--- config.mk ---
export PLATFORM = sky130hd
export DESIGN_NAME = conv_enc_frame_ctrl_flat
export DESIGN_NICKNAME = d
export VERILOG_FILES = /design/src/rtl/conv_enc_frame_ctrl_if.sv /design/src/rtl/conv_enc_frame_ctrl.sv /design/src/flat_wrapper.sv
export SDC_FILE = /design/constraint.sdc
export NUM_CORES = 1
export LEC_CHECK = 0
export ABC_AREA = 1
export ABC_CLOCK_PERIOD_IN_PS = 1900
export CAP_MARGIN = 20
export CORE_ASPECT_RATIO = 0.9
export CORE_MARGIN = 2
export CORE_UTILIZATION = 35
export CTS_BUF_LIST = sky130_fd_sc_hd__clkbuf_8
export DETAILED_ROUTE_END_ITERATION = 6
export HOLD_SLACK_MARGIN = 0.15
export SETUP_SLACK_MARGIN = 0.05
export SLEW_MARGIN = 40
export SYNTH_ARGS = -nofsm -noshare
export SYNTH_HDL_FRONTEND = slang
export SYNTH_SLANG_ARGS = --single-unit
--- constraint.sdc ---
create_clock -name clk -period 1.9 [get_ports clk]
set_input_delay 0.38 -clock clk [delete_from_list [all_inputs] [get_ports clk]]
set_output_delay 0.38 -clock clk [all_outputs]
set_load 0.01 [all_outputs]
--- src/rtl/conv_enc_frame_ctrl_if.sv ---
// Bundle of control, source, encoder and sink signals around the
// convolutional-encoder frame sequencer.
interface conv_enc_frame_ctrl_if #(
   parameter int LEN_W = 7
);
   logic             start;
   logic [LEN_W-1:0] frame_len;
   logic             busy;
   logic             in_valid;
   logic             in_bit;
   logic             in_ready;
   logic             enc_clr;
   logic             enc_en;
   logic             enc_bit;
   logic [1:0]       enc_out;
   logic             out_valid;
   logic [1:0]       out_sym;
   logic             out_ready;
   logic             done;

   modport master (
      input  start, frame_len, in_valid, in_bit, enc_out, out_ready,
      output busy, in_ready, enc_clr, enc_en, enc_bit, out_valid, out_sym, done
   );

   modport slave (
      output start, frame_len, in_valid, in_bit, enc_out, out_ready,
      input  busy, in_ready, enc_clr, enc_en, enc_bit, out_valid, out_sym, done
   );
endinterface

--- src/rtl/conv_enc_frame_ctrl.sv ---
// Frame sequencer for a rate-1/2 K=3 convolutional encoder: clears the encoder,
// steps it per data bit plus zero tail bits, and buffers symbols in a 2-deep FIFO.
module conv_enc_frame_ctrl #(
   parameter int LEN_W = 7,
   parameter int TAIL  = 2
) (
   input logic                   clk,
   input logic                   rst_n,
   conv_enc_frame_ctrl_if.master bus
);

   localparam int TC_W = (TAIL < 2) ? 1 : $clog2(TAIL + 1);

   typedef enum logic [2:0] {
      S_IDLE,
      S_CLEAR,
      S_DATA,
      S_TAIL,
      S_DRAIN
   } state_t;

   state_t           state_q, state_d;
   logic [LEN_W-1:0] remaining_q, remaining_d;
   logic [TC_W-1:0]  tail_cnt_q, tail_cnt_d;
   logic             busy_q, busy_d;
   logic             enc_clr_q, enc_clr_d;
   logic             done_q, done_d;
   logic             inflight_q, inflight_d;
   logic [1:0]       occ_q, occ_d;
   logic             wr_ptr_q, wr_ptr_d;
   logic             rd_ptr_q, rd_ptr_d;
   logic [1:0]       mem_q [2];

   logic             push;
   logic             pop;
   logic             credit_ok;
   logic             data_hs;
   logic             step;
   logic [2:0]       pending;

   // A step is only issued if its symbol is guaranteed a FIFO slot when it lands.
   always_comb begin
      pop       = (occ_q != 2'd0) && bus.out_ready;
      push      = inflight_q;
      pending   = {1'b0, occ_q} + {2'b00, inflight_q};
      credit_ok = pending < (3'd2 + {2'b00, pop});
      data_hs   = (state_q == S_DATA) && bus.in_valid && credit_ok;
      step      = data_hs || ((state_q == S_TAIL) && credit_ok);
   end

   always_comb begin
      state_d     = state_q;
      remaining_d = remaining_q;
      tail_cnt_d  = tail_cnt_q;
      busy_d      = busy_q;
      enc_clr_d   = 1'b0;
      done_d      = 1'b0;
      inflight_d  = step;
      case (state_q)
         S_IDLE: begin
            if (bus.start) begin
               remaining_d = bus.frame_len;
               busy_d      = 1'b1;
               enc_clr_d   = 1'b1;
               state_d     = S_CLEAR;
            end
         end
         S_CLEAR: begin
            tail_cnt_d = TC_W'(TAIL);
            state_d    = (remaining_q == '0) ? S_TAIL : S_DATA;
         end
         S_DATA: begin
            if (data_hs) begin
               remaining_d = remaining_q - LEN_W'(1);
               if (remaining_q == LEN_W'(1)) begin
                  state_d = S_TAIL;
               end
            end
         end
         S_TAIL: begin
            if (step) begin
               tail_cnt_d = tail_cnt_q - TC_W'(1);
               if (tail_cnt_q == TC_W'(1)) begin
                  state_d = S_DRAIN;
               end
            end
         end
         S_DRAIN: begin
            if (!inflight_q && (occ_q == 2'd0)) begin
               done_d  = 1'b1;
               busy_d  = 1'b0;
               state_d = S_IDLE;
            end
         end
         default: begin
            state_d = S_IDLE;
         end
      endcase
   end

   always_comb begin
      wr_ptr_d = wr_ptr_q ^ push;
      rd_ptr_d = rd_ptr_q ^ pop;
      case ({push, pop})
         2'b10:   occ_d = occ_q + 2'd1;
         2'b01:   occ_d = occ_q - 2'd1;
         default: occ_d = occ_q;
      endcase
   end

   always_ff @(posedge clk) begin
      if (!rst_n) begin
         state_q     <= S_IDLE;
         remaining_q <= '0;
         tail_cnt_q  <= '0;
         busy_q      <= 1'b0;
         enc_clr_q   <= 1'b0;
         done_q      <= 1'b0;
         inflight_q  <= 1'b0;
         occ_q       <= 2'd0;
         wr_ptr_q    <= 1'b0;
         rd_ptr_q    <= 1'b0;
      end else begin
         state_q     <= state_d;
         remaining_q <= remaining_d;
         tail_cnt_q  <= tail_cnt_d;
         busy_q      <= busy_d;
         enc_clr_q   <= enc_clr_d;
         done_q      <= done_d;
         inflight_q  <= inflight_d;
         occ_q       <= occ_d;
         wr_ptr_q    <= wr_ptr_d;
         rd_ptr_q    <= rd_ptr_d;
      end
   end

   // The encoder output is valid exactly one cycle after its step, so capture on inflight.
   for (genvar gi = 0; gi < 2; gi++) begin : g_fifo
      always_ff @(posedge clk) begin
         if (!rst_n) begin
            mem_q[gi] <= 2'b00;
         end else if (push && (wr_ptr_q == 1'(gi))) begin
            mem_q[gi] <= bus.enc_out;
         end
      end
   end

   assign bus.busy      = busy_q;
   assign bus.in_ready  = (state_q == S_DATA) && credit_ok;
   assign bus.enc_clr   = enc_clr_q;
   assign bus.enc_en    = step;
   assign bus.enc_bit   = data_hs && bus.in_bit;
   assign bus.out_valid = (occ_q != 2'd0);
   assign bus.out_sym   = mem_q[rd_ptr_q];
   assign bus.done      = done_q;

endmodule

--- src/flat_wrapper.sv ---
// flat-port wrapper written by rule: the top's interface ports become plain ports
module conv_enc_frame_ctrl_flat 
#(
   parameter int LEN_W = 7,
   parameter int TAIL  = 2
)
  (clk, rst_n, bus_start, bus_frame_len, bus_in_valid, bus_in_bit, bus_enc_out, bus_out_ready, bus_busy, bus_in_ready, bus_enc_clr, bus_enc_en, bus_enc_bit, bus_out_valid, bus_out_sym, bus_done);
  conv_enc_frame_ctrl_if #(.LEN_W(LEN_W)) bus_i ();
  input logic clk;
  input logic rst_n;
  input wire logic [$bits(bus_i.start)-1:0] bus_start;
  input wire logic [$bits(bus_i.frame_len)-1:0] bus_frame_len;
  input wire logic [$bits(bus_i.in_valid)-1:0] bus_in_valid;
  input wire logic [$bits(bus_i.in_bit)-1:0] bus_in_bit;
  input wire logic [$bits(bus_i.enc_out)-1:0] bus_enc_out;
  input wire logic [$bits(bus_i.out_ready)-1:0] bus_out_ready;
  output wire logic [$bits(bus_i.busy)-1:0] bus_busy;
  output wire logic [$bits(bus_i.in_ready)-1:0] bus_in_ready;
  output wire logic [$bits(bus_i.enc_clr)-1:0] bus_enc_clr;
  output wire logic [$bits(bus_i.enc_en)-1:0] bus_enc_en;
  output wire logic [$bits(bus_i.enc_bit)-1:0] bus_enc_bit;
  output wire logic [$bits(bus_i.out_valid)-1:0] bus_out_valid;
  output wire logic [$bits(bus_i.out_sym)-1:0] bus_out_sym;
  output wire logic [$bits(bus_i.done)-1:0] bus_done;
  assign bus_i.start = bus_start;
  assign bus_i.frame_len = bus_frame_len;
  assign bus_i.in_valid = bus_in_valid;
  assign bus_i.in_bit = bus_in_bit;
  assign bus_i.enc_out = bus_enc_out;
  assign bus_i.out_ready = bus_out_ready;
  assign bus_busy = bus_i.busy;
  assign bus_in_ready = bus_i.in_ready;
  assign bus_enc_clr = bus_i.enc_clr;
  assign bus_enc_en = bus_i.enc_en;
  assign bus_enc_bit = bus_i.enc_bit;
  assign bus_out_valid = bus_i.out_valid;
  assign bus_out_sym = bus_i.out_sym;
  assign bus_done = bus_i.done;
  conv_enc_frame_ctrl #(.LEN_W(LEN_W), .TAIL(TAIL)) u_core (.clk(clk), .rst_n(rst_n), .bus(bus_i));
endmodule
==> results.sh, run 1 <==
export IMPL_p_per_area_nw_per_um2=1380
export IMPL_die_height_microns=65.0
export IMPL_worstPathMaxFanout=4
export IMPL_final_cell_mix="32 x nand2_1, 27 x nor2_1, 26 x inv_1, 18 x clkdlybuf4s50_1, 18 x dfxtp_1"
export IMPL_share_seq_of_total_power_pct=30.7
export IMPL_design_area_sq_um=1900
export IMPL_crit_path_start="u_core.occ_q[1]"
export IMPL_overflow=0
export IMPL_numPortBuffers=23
export IMPL_max_slew_margin_rel_pct=71.0
export IMPL_dieWidth_microns=71.8
export IMPL_routed_wl_mm=2.80
export IMPL_gp_congestion=0.775
export IMPL_dieArea_sq_um=4660
export IMPL_cp_start_kind="flip-flop"
export IMPL_status="completed"
export IMPL_synth_cell_area_sq_um=1450
export IMPL_multi_input_area_sq_um=806
export IMPL_drt_iter0_markers=49
export IMPL_first_global_vias=1187
export IMPL_clock_sinks=25
export IMPL_track_usage_pct=13.7
export IMPL_wl_met3_microns=115
export IMPL_netlist_instances=193
export IMPL_worstReg2RegStart="u_core.occ_q[0]"
export IMPL_highest_layer="met4"
export IMPL_syn_avg_cell_area_sq_um=7.49
export IMPL_vias_per_cell=4.56
export IMPL_cts_tree="yes"
export IMPL_vias=1254
export IMPL_post_place_ws_ns=-0.236
export IMPL_hold_violations=0
export IMPL_slew_violations=0
export IMPL_wl_per_cell_microns=10.2
export IMPL_placed_cell_area_sq_um=1790
export IMPL_initial_core_util_pct=36.0
export IMPL_setup_tns_ns=0
export IMPL_yosys_warnings=0
export IMPL_switching_share_pct=43.9
export IMPL_n_antenna_cell=0
export IMPL_reg2reg_to="u_core.remaining_q[4]"
export IMPL_worst_clock_skew_ns=0.00518
export IMPL_reg2reg_slack_ns=0.15
export IMPL_clock_fmax_mhz=562
export IMPL_post_route_min_period_ns=1.78
export IMPL_synth_cell_types=28
export IMPL_worst_slew_pin_transition_ns=0.431
export IMPL_rows=22
export IMPL_timing_final_ws_setup_ns=0.121
export IMPL_path_cells="inv_1 -> nand2_4 -> clkdlybuf4s50_1"
export IMPL_clkTransAtPathRegs_ns=0.09
export IMPL_cp_required_ns=1.52
export IMPL_maxCapViolCount=0
export IMPL_fin_nets=251
export IMPL_worst_ep_arrival_time_ns=1.40
export IMPL_crit_end="bus_out_valid"
export IMPL_rsz0062_at_grt="yes"
export IMPL_hp_class="flip-flop to flip-flop"
export IMPL_finalCritPeriodShare_pct=93.6
export IMPL_cts_root_buf="clkbuf_8"
export IMPL_regArea_sq_um=544
export IMPL_core_area_sq_um=4020
export IMPL_drt_first_pass_iters=4
export IMPL_antenna_found_initial=0
export IMPL_wl_met1_mm=1.46
export IMPL_worstSkewPairLatency_ns=0.27
export IMPL_synth_nets=216
export IMPL_drc_errors=0
export IMPL_cts_buffers=3
export IMPL_mostFrequentLayoutCell="nand2_1"
export IMPL_finalSetupViolCount=0
export IMPL_clock_power_share_pct=12.5
export IMPL_leakage_nw=0.898
export IMPL_critPathMaxStageDelay_ns=0.53
export IMPL_p_total_w=0.00262
export IMPL_hpwlAfterDp_mm=2.14
export IMPL_ys_ff_latch=25
export IMPL_min_from="u_core.tail_cnt_q[0]"
export IMPL_htree_levels=1
export IMPL_ant_nets=0
export IMPL_ctsHoldBuffers=0
export IMPL_slowest_stage="clkdlybuf4s50_1"
export IMPL_reg2reg_depth=13
export IMPL_fill_cells=412
export IMPL_irDropWorstVdd_mv=0.718
export IMPL_comb_power_share_pct=56.9
export IMPL_grt_first_pass_wirelength_mm=5.17
export IMPL_criticalPathCategory="flip-flop to output port"
export IMPL_crit_path_end_kind="output port"
export IMPL_grt_max_degree=17
export IMPL_yosysSeqAreaShare_pct=37.4
export IMPL_ioPinCount=24
export IMPL_clockBufferDepth=2
export IMPL_area_delta_synth_final_pct=31.2
export IMPL_met2_length_mm=1.21
export IMPL_drive_gt1_share_pct=21.6
export IMPL_intPower_w=0.00147
export IMPL_switchingPower_w=0.00115
-- layout make-up --
cell class	count	area share, %
flip-flops and latches	25	28.7
well taps	48	3.16
inverters	33	7.19
clock buffers	3	2.18
clock inverters	1	0.396
repair buffers	34	16.0
multi-input cells	131	42.5
-- power groups by stage --
stage | sequential [W] | combinational (W) | clock (W)
floorplan | 0.000805 | 0.00101 | 0
finish | 0.000803 | 0.00149 | 0.000327
global placement | 0.000810 | 0.00140 | 0
global route | 0.000823 | 0.00170 | 0.000359
CTS | 0.000804 | 0.00141 | 0.000340
detailed placement | 0.000811 | 0.00141 | 0
-- layer usage --
metal	global-route usage [%]	vias to the layer above
li1	-	688
met1	18.7	546
met2	22.1	16
met3	3.73	4
met4	2.12	0
met5	0	-
-- how the worst min path moves through the flow --
stage               cells after the start  slack (ns)              endpoint
floorplan                               1        0.43  u_core.tail_cnt_q[0]
global placement                        1        0.45  u_core.tail_cnt_q[0]
detailed placement                      1        0.45  u_core.tail_cnt_q[0]
CTS                                     1        0.46  u_core.tail_cnt_q[0]
global route                            1        0.49  u_core.tail_cnt_q[0]
finish                                  1        0.46  u_core.tail_cnt_q[0]
-- flip-flops by register name, summed over array words and instances (netlist names), 2 cells and up, named ones only --
| register | count |
|---|---|
| u_core.mem_q | 4 |
| u_core.occ_q | 2 |
| u_core.remaining_q | 7 |
| u_core.state_q | 3 |
| u_core.tail_cnt_q | 2 |
-- synthesized netlist by cell type --
| master | number | area (sq um) |
|---|---|---|
| a31oi_1 | 1 | 6.26 |
| xor2_1 | 4 | 35.0 |
| nand4_1 | 2 | 12.5 |
| nor2_1 | 27 | 101 |
| buf_2 | 2 | 10.0 |
| dfxtp_1 | 21 | 420 |
| edfxtp_1 | 4 | 120 |
| o21ai_0 | 13 | 65.1 |
| nor2_2 | 1 | 6.26 |
| nand3_2 | 4 | 40.0 |
| mux2_2 | 2 | 22.5 |
| a21oi_1 | 7 | 35.0 |
| inv_1 | 28 | 105 |
| nand3_4 | 1 | 17.5 |
| a21oi_2 | 3 | 26.3 |
| ha_1 | 8 | 100 |
| inv_2 | 4 | 15.0 |
| nand3_1 | 10 | 50.1 |
| clkinv_4 | 1 | 8.76 |
| nand2_4 | 2 | 22.5 |
| nand2_2 | 3 | 18.8 |
| clkbuf_1 | 2 | 7.51 |
| nand4_2 | 1 | 12.5 |
| mux2i_1 | 2 | 20.0 |
| nor3_1 | 6 | 30.0 |
| nand2_1 | 32 | 120 |
| o22ai_1 | 1 | 6.26 |
| nor2_4 | 1 | 11.3 |
-- logic make-up after synthesis --
kind of cell | synth area share, %
AOI/OAI and AO/OA | 9.60
adders and majority gates | 6.92
and+or+nand+nor | 30.6
xor gates and xnor gates | 2.42
buffers and inverters | 10.1
DFF | 37.4
muxes | 2.94
-- stage by stage --
step	util [%]	std cells	hold WS, ns
2_1_floorplan	-	193	0.429
3_3_place_gp	44.5	269	0.448
3_5_place_dp	44.5	269	0.449
4_1_cts	46.2	275	0.462
5_1_grt	47.2	275	0.486
6_report	47.2	275	0.459
-- worst max-delay path: cells and delay by family, from the launching register on --
kind	cells	cell delay (ns)
DFF	1	0.39
and+or+nand+nor	1	0.08
buffers and inverters	2	0.65
-- what timing repair did --
action / 4_1_cts / 5_1_grt
pin swaps: 3 / 3
setup endpoints to repair: 4 / 15
gates resized for setup: 17 / 12
setup buffers: 2 / 0
No activity file was read; power rests on OpenSTA's default activity.
==> inputs of run 2 (changes only) <==
--- a/config.mk
+++ b/config.mk
@@ -6,12 +6,13 @@
 export NUM_CORES = 1
 export LEC_CHECK = 0
 export ABC_AREA = 1
-export ABC_CLOCK_PERIOD_IN_PS = 1900
+export ABC_CLOCK_PERIOD_IN_PS = 1920
 export CAP_MARGIN = 20
 export CORE_ASPECT_RATIO = 0.9
 export CORE_MARGIN = 2
 export CORE_UTILIZATION = 35
 export CTS_BUF_LIST = sky130_fd_sc_hd__clkbuf_8
+export CTS_CLUSTER_DIAMETER = 200
 export DETAILED_ROUTE_END_ITERATION = 6
 export HOLD_SLACK_MARGIN = 0.15
 export SETUP_SLACK_MARGIN = 0.05
==> constraint.sdc (replaced) <==
create_clock -name clk -period 1.92 [get_ports clk]
set_input_delay 0.384 -clock clk [delete_from_list [all_inputs] [get_ports clk]]
set_output_delay 0.384 -clock clk [all_outputs]
set_load 0.01 [all_outputs]
==> run 2 against run 1 <==
- first-iteration DRC count grew 16%
- clock power shrank 6%
- total power shrank 5.2%
- cell count shrank 0.36%
- flip-flop and latch count is the same
- worst setup slack lost 0.0049 ns
- critical path depth grew 4
- clock skew is essentially flat
- combinational power shrank 7%
- largest cell class unchanged
==> results.sh, run 2 (synthesis results as in run 1) <==
export IMPL_wl_per_cell_microns=10.4
export IMPL_p_total_w=0.00248
export IMPL_overflow=0
export IMPL_placed_cell_area_sq_um=1780
export IMPL_cts_root_buf="clkbuf_8"
export IMPL_initial_core_util_pct=36.0
export IMPL_worstReg2RegStart="u_core.inflight_q"
export IMPL_p_per_area_nw_per_um2=1350
export IMPL_track_usage_pct=13.1
export IMPL_reg_top3="u_core.remaining_q: 7 flops, u_core.mem_q: 4 flops, u_core.state_q: 3 flops"
export IMPL_area_delta_synth_final_pct=27.4
export IMPL_worstPathMaxFanout=4
export IMPL_hp_class="flip-flop to flip-flop"
export IMPL_clockBufferDepth=2
export IMPL_n_antenna_cell=0
export IMPL_antenna_found_initial=0
export IMPL_cp_required_ns=1.54
export IMPL_worst_ep_arrival_time_ns=1.42
export IMPL_vias=1268
export IMPL_post_route_min_period_ns=1.80
export IMPL_rows=22
export IMPL_hpwlAfterDp_mm=2.17
export IMPL_htree_levels=1
export IMPL_min_from="u_core.tail_cnt_q[0]"
export IMPL_leakage_nw=0.864
export IMPL_drt_first_pass_iters=4
export IMPL_routed_wl_mm=2.86
export IMPL_grt_max_degree=17
export IMPL_worst_clock_skew_ns=0.00490
export IMPL_ctsHoldBuffers=0
export IMPL_design_area_sq_um=1840
export IMPL_hold_violations=0
export IMPL_ioPinCount=24
export IMPL_drc_errors=0
export IMPL_status="completed"
export IMPL_drive_gt1_share_pct=19.5
export IMPL_clock_fmax_mhz=554
export IMPL_gp_congestion=0.760
export IMPL_clkTransAtPathRegs_ns=0.09
export IMPL_mostFrequentLayoutCell="nand2_1"
export IMPL_numPortBuffers=23
export IMPL_fin_nets=250
export IMPL_regMostFlops="u_core.remaining_q"
export IMPL_rsz0062_at_grt="yes"
export IMPL_finalCritPeriodShare_pct=93.9
export IMPL_crit_path_end_kind="output port"
export IMPL_worstSkewPairLatency_ns=0.27
export IMPL_grt_first_pass_wirelength_mm=4.90
export IMPL_cts_buffers=3
export IMPL_largest_reg_flops=7
export IMPL_clock_sinks=25
export IMPL_slew_violations=0
export IMPL_die_height_microns=65.0
export IMPL_dieWidth_microns=71.8
export IMPL_final_cell_mix="32 x nand2_1, 28 x inv_1, 27 x nor2_1, 20 x clkdlybuf4s50_1, 19 x dfxtp_1"
export IMPL_vias_per_cell=4.63
export IMPL_reg2reg_slack_ns=0.22
export IMPL_dieArea_sq_um=4660
export IMPL_first_global_vias=1127
export IMPL_irDropWorstVdd_mv=0.544
export IMPL_cp_start_kind="flip-flop"
export IMPL_ant_nets=0
export IMPL_cts_tree="yes"
export IMPL_crit_path_start="u_core.inflight_q"
export IMPL_max_slew_margin_rel_pct=73.1
export IMPL_finalSetupViolCount=0
export IMPL_maxCapViolCount=0
export IMPL_worst_slew_pin_transition_ns=0.401
export IMPL_drt_iter0_markers=57
export IMPL_core_area_sq_um=4020
export IMPL_criticalPathCategory="flip-flop to output port"
run 2: cell type report:
type	instances	area [sq um]
fillers	411	2180
multi-input cells	131	774
clock buffers	3	41.3
repair buffers	33	290
well taps	48	60.1
flip-flops and latches	25	543
clock inverters	1	5.00
inverters	33	129
run 2: what timing repair did:
action	4_1_cts	5_1_grt
resized for setup	13	3
pin swaps	1	3
buffers inserted	1	1
endpoints found under the setup margin	3	5
run 2: path summary, 6_finish.rpt:
kind | to | cells past startpoint
worst min register to register | u_core.tail_cnt_q[0] | 1
worst max-delay path | bus_enc_bit | 7
worst max register to register | u_core.remaining_q[4] | 13
worst min-delay path | u_core.tail_cnt_q[0] | 1
run 2: power by group:
part | switching (W) | leakage [nW] | internal (W)
Combinational | 0.000810 | 0.624 | 0.000567
Clock | 0.000164 | 0.0255 | 0.000145
Sequential | 0.000105 | 0.215 | 0.000692
Total | 0.00108 | 0.864 | 0.00140
run 2: critical path: stages, from the launching register on:
cell     delay, ns
dfxtp_1       0.35
ha_2          0.27
inv_1         0.06
nand3_2       0.07
nand2_2       0.09
nand3_2       0.09
nor2_1        0.10
buf_2         0.13
run 2: per-stage QoR:
step | setup WS, ns | instances | hold slack [ns] | setup TNS [ns] | util, %
after CTS | 0.0457 | 273 | 0.467 | 0 | 45.3
after detailed placement | -0.228 | 268 | 0.454 | -0.649 | 44.3
after floorplan | 0.352 | 193 | 0.429 | 0 | -
after global routing | 0.0318 | 274 | 0.493 | 0 | 45.9
final | 0.116 | 274 | 0.460 | 0 | 45.9
after global placement | -0.223 | 268 | 0.451 | -0.623 | 44.3
run 2: metal layers:
layer	share of wire, %	global-route usage [%]
met4	1.1	3.54
met3	4.9	2.02
met1	50	17.9
met5	0	0
met2	44	21.3
==> inputs of run 3 (changes only) <==
--- a/config.mk
+++ b/config.mk
@@ -9,13 +9,14 @@
 export ABC_CLOCK_PERIOD_IN_PS = 1920
 export CAP_MARGIN = 20
 export CORE_ASPECT_RATIO = 0.9
-export CORE_MARGIN = 2
+export CORE_MARGIN = 10
 export CORE_UTILIZATION = 35
 export CTS_BUF_LIST = sky130_fd_sc_hd__clkbuf_8
 export CTS_CLUSTER_DIAMETER = 200
 export DETAILED_ROUTE_END_ITERATION = 6
 export HOLD_SLACK_MARGIN = 0.15
 export SETUP_SLACK_MARGIN = 0.05
+export SKIP_CTS_REPAIR_TIMING = 1
 export SLEW_MARGIN = 40
 export SYNTH_ARGS = -nofsm -noshare
 export SYNTH_HDL_FRONTEND = slang
==> run 3 against run 2 <==
- die area increased by 52%
- core utilization rose by 0.18 points
- first-iteration DRC count fell by 1.8%
- via count fell by 1.6%
- sequential share of layout area fell by 0.32 points
- wire length grew 7.1%
- worst hold slack improved by 0.00071 ns
- non-clock buffer count unchanged
- clock skew increased by 0.0030 ns
- count of clock-buffer cells in the layout did not move
- critical path depth shrank 3
- global-route usage is 3.9 points lower
==> results.sh, run 3 (synthesis results as in run 1) <==
export IMPL_dieArea_sq_um=7110
export IMPL_worstSkewPairLatency_ns=0.27
export IMPL_setup_tns_ns=0
export IMPL_worst_clock_skew_ns=0.00794
export IMPL_reg2reg_to="u_core.occ_q[1]"
export IMPL_rsz0062_at_grt="no"
export IMPL_path_cells="buf_4 -> inv_2 -> nand2_4 -> clkdlybuf4s50_1"
export IMPL_n_antenna_cell=0
export IMPL_timing_final_ws_setup_ns=0.122
export IMPL_routed_wl_mm=3.06
export IMPL_regMostFlops="u_core.remaining_q"
export IMPL_crit_path_end_kind="output port"
export IMPL_dieWidth_microns=87.8
export IMPL_p_per_area_nw_per_um2=1340
export IMPL_hp_class="flip-flop to flip-flop"
export IMPL_fill_cells=399
export IMPL_reg2reg_depth=10
export IMPL_fin_hold_ws_ns=0.461
export IMPL_largest_reg_flops=7
export IMPL_critPathMaxStageDelay_ns=0.53
export IMPL_multi_input_area_sq_um=787
export IMPL_crit_end="bus_out_valid"
export IMPL_clockBufferDepth=2
export IMPL_rows=22
export IMPL_overflow=0
export IMPL_max_slew_margin_rel_pct=72.3
export IMPL_drt_iter0_markers=56
export IMPL_final_cell_mix="32 x nand2_1, 27 x inv_1, 26 x nor2_1, 19 x dfxtp_1, 18 x clkdlybuf4s50_1"
export IMPL_clock_fmax_mhz=556
export IMPL_hpwlAfterDp_mm=2.44
export IMPL_post_place_ws_ns=-0.229
export IMPL_worstReg2RegStart="u_core.occ_q[0]"
export IMPL_clkTransAtPathRegs_ns=0.09
export IMPL_vias=1248
export IMPL_antenna_found_initial=0
export IMPL_reg_top3="u_core.remaining_q: 7 flops, u_core.mem_q: 4 flops, u_core.state_q: 3 flops"
export IMPL_cp_start_kind="flip-flop"
export IMPL_htree_levels=1
export IMPL_leakage_nw=0.886
export IMPL_die_height_microns=81.0
export IMPL_slew_violations=0
export IMPL_core_area_sq_um=4050
export IMPL_placed_cell_area_sq_um=1790
export IMPL_p_total_w=0.00250
export IMPL_grt_max_degree=16
export IMPL_numPortBuffers=23
export IMPL_ant_nets=0
export IMPL_track_usage_pct=9.15
export IMPL_cp_required_ns=1.54
export IMPL_irDropWorstVdd_mv=0.690
export IMPL_criticalPathCategory="flip-flop to output port"
export IMPL_drt_first_pass_iters=4
export IMPL_ioPinCount=24
export IMPL_worst_ep_arrival_time_ns=1.41
export IMPL_worst_slew_pin_transition_ns=0.412
export IMPL_maxCapViolCount=0
export IMPL_worstPathMaxFanout=4
export IMPL_status="completed"
export IMPL_crit_path_start="u_core.occ_q[0]"
export IMPL_finalCritPeriodShare_pct=93.7
export IMPL_initial_core_util_pct=35.7
export IMPL_cts_tree="yes"
export IMPL_reg2reg_slack_ns=0.26
export IMPL_gp_congestion=0.718
export IMPL_design_area_sq_um=1860
export IMPL_drc_errors=0
export IMPL_area_delta_synth_final_pct=28.8
export IMPL_fin_nets=250
export IMPL_vias_per_cell=4.55
export IMPL_first_global_vias=1201
export IMPL_clock_sinks=25
export IMPL_regArea_sq_um=543
export IMPL_cts_root_buf="clkbuf_8"
export IMPL_finalSetupViolCount=0
export IMPL_cts_buffers=3
export IMPL_wl_per_cell_microns=11.2
export IMPL_drive_gt1_share_pct=20.4
export IMPL_grt_first_pass_wirelength_mm=5.45
export IMPL_post_route_min_period_ns=1.80
export IMPL_hold_violations=0
export IMPL_mostFrequentLayoutCell="nand2_1"
export IMPL_slowest_stage="clkdlybuf4s50_1"
## run 3: cell types whose count changed in the layout (fill, tap and decap cells not counted), sizes merged
cell	change
buf	-2
clkinvlp	+1
clkinv	-1
clkdlybuf4s50	-2
clkbuf	+2
dlymetal6s2s	+2
## run 3: worst min-delay path by stage
stage / from / endpoint / slack (ns) / depth (start not counted)
final: u_core.tail_cnt_q[0] / u_core.tail_cnt_q[0] / 0.46 / 1
after global routing: u_core.tail_cnt_q[0] / u_core.tail_cnt_q[0] / 0.49 / 1
after CTS: u_core.tail_cnt_q[0] / u_core.tail_cnt_q[0] / 0.46 / 1
after detailed placement: u_core.tail_cnt_q[0] / u_core.tail_cnt_q[0] / 0.45 / 1
after global placement: u_core.tail_cnt_q[0] / u_core.tail_cnt_q[0] / 0.45 / 1
after floorplan: u_core.tail_cnt_q[0] / u_core.tail_cnt_q[0] / 0.43 / 1
## run 3: final cells by class
type	count	share of cell area (%)
Clock buffer	3	2.22
Clock inverter	1	0.403
Inverter	33	6.92
Multi-Input combinational cell	131	42.2
Sequential cell	25	29.1
Tap cell	48	3.22
Timing Repair Buffer	33	15.8
## run 3: critical path: cells and delay by family (launching register included)
kind          cells  cell delay [ns]
buf+inv           3             0.71
flops             1             0.37
simple gates      1             0.07
## run 3: report_power, final
group	switching [W]	internal, W
sequential	0.000108	0.000692
clock	0.000179	0.000147
combinational	0.000809	0.000567
## run 3: metrics by stage
stage	instances	util (%)
5_1_grt	274	46.0
3_3_place_gp	270	44.3
3_5_place_dp	270	44.3
2_1_floorplan	193	-
6_report	274	46.0
4_1_cts	274	45.5
## run 3: metal layers
| layer | vias up | wire (microns) | track usage, % |
|---|---|---|---|
| met5 | - | 0 | 0 |
| met4 | 0 | 10 | 0.955 |
| met3 | 2 | 190 | 3.60 |
| met2 | 17 | 1360 | 14.0 |
| met1 | 546 | 1500 | 12.3 |
| li1 | 683 | - | - |
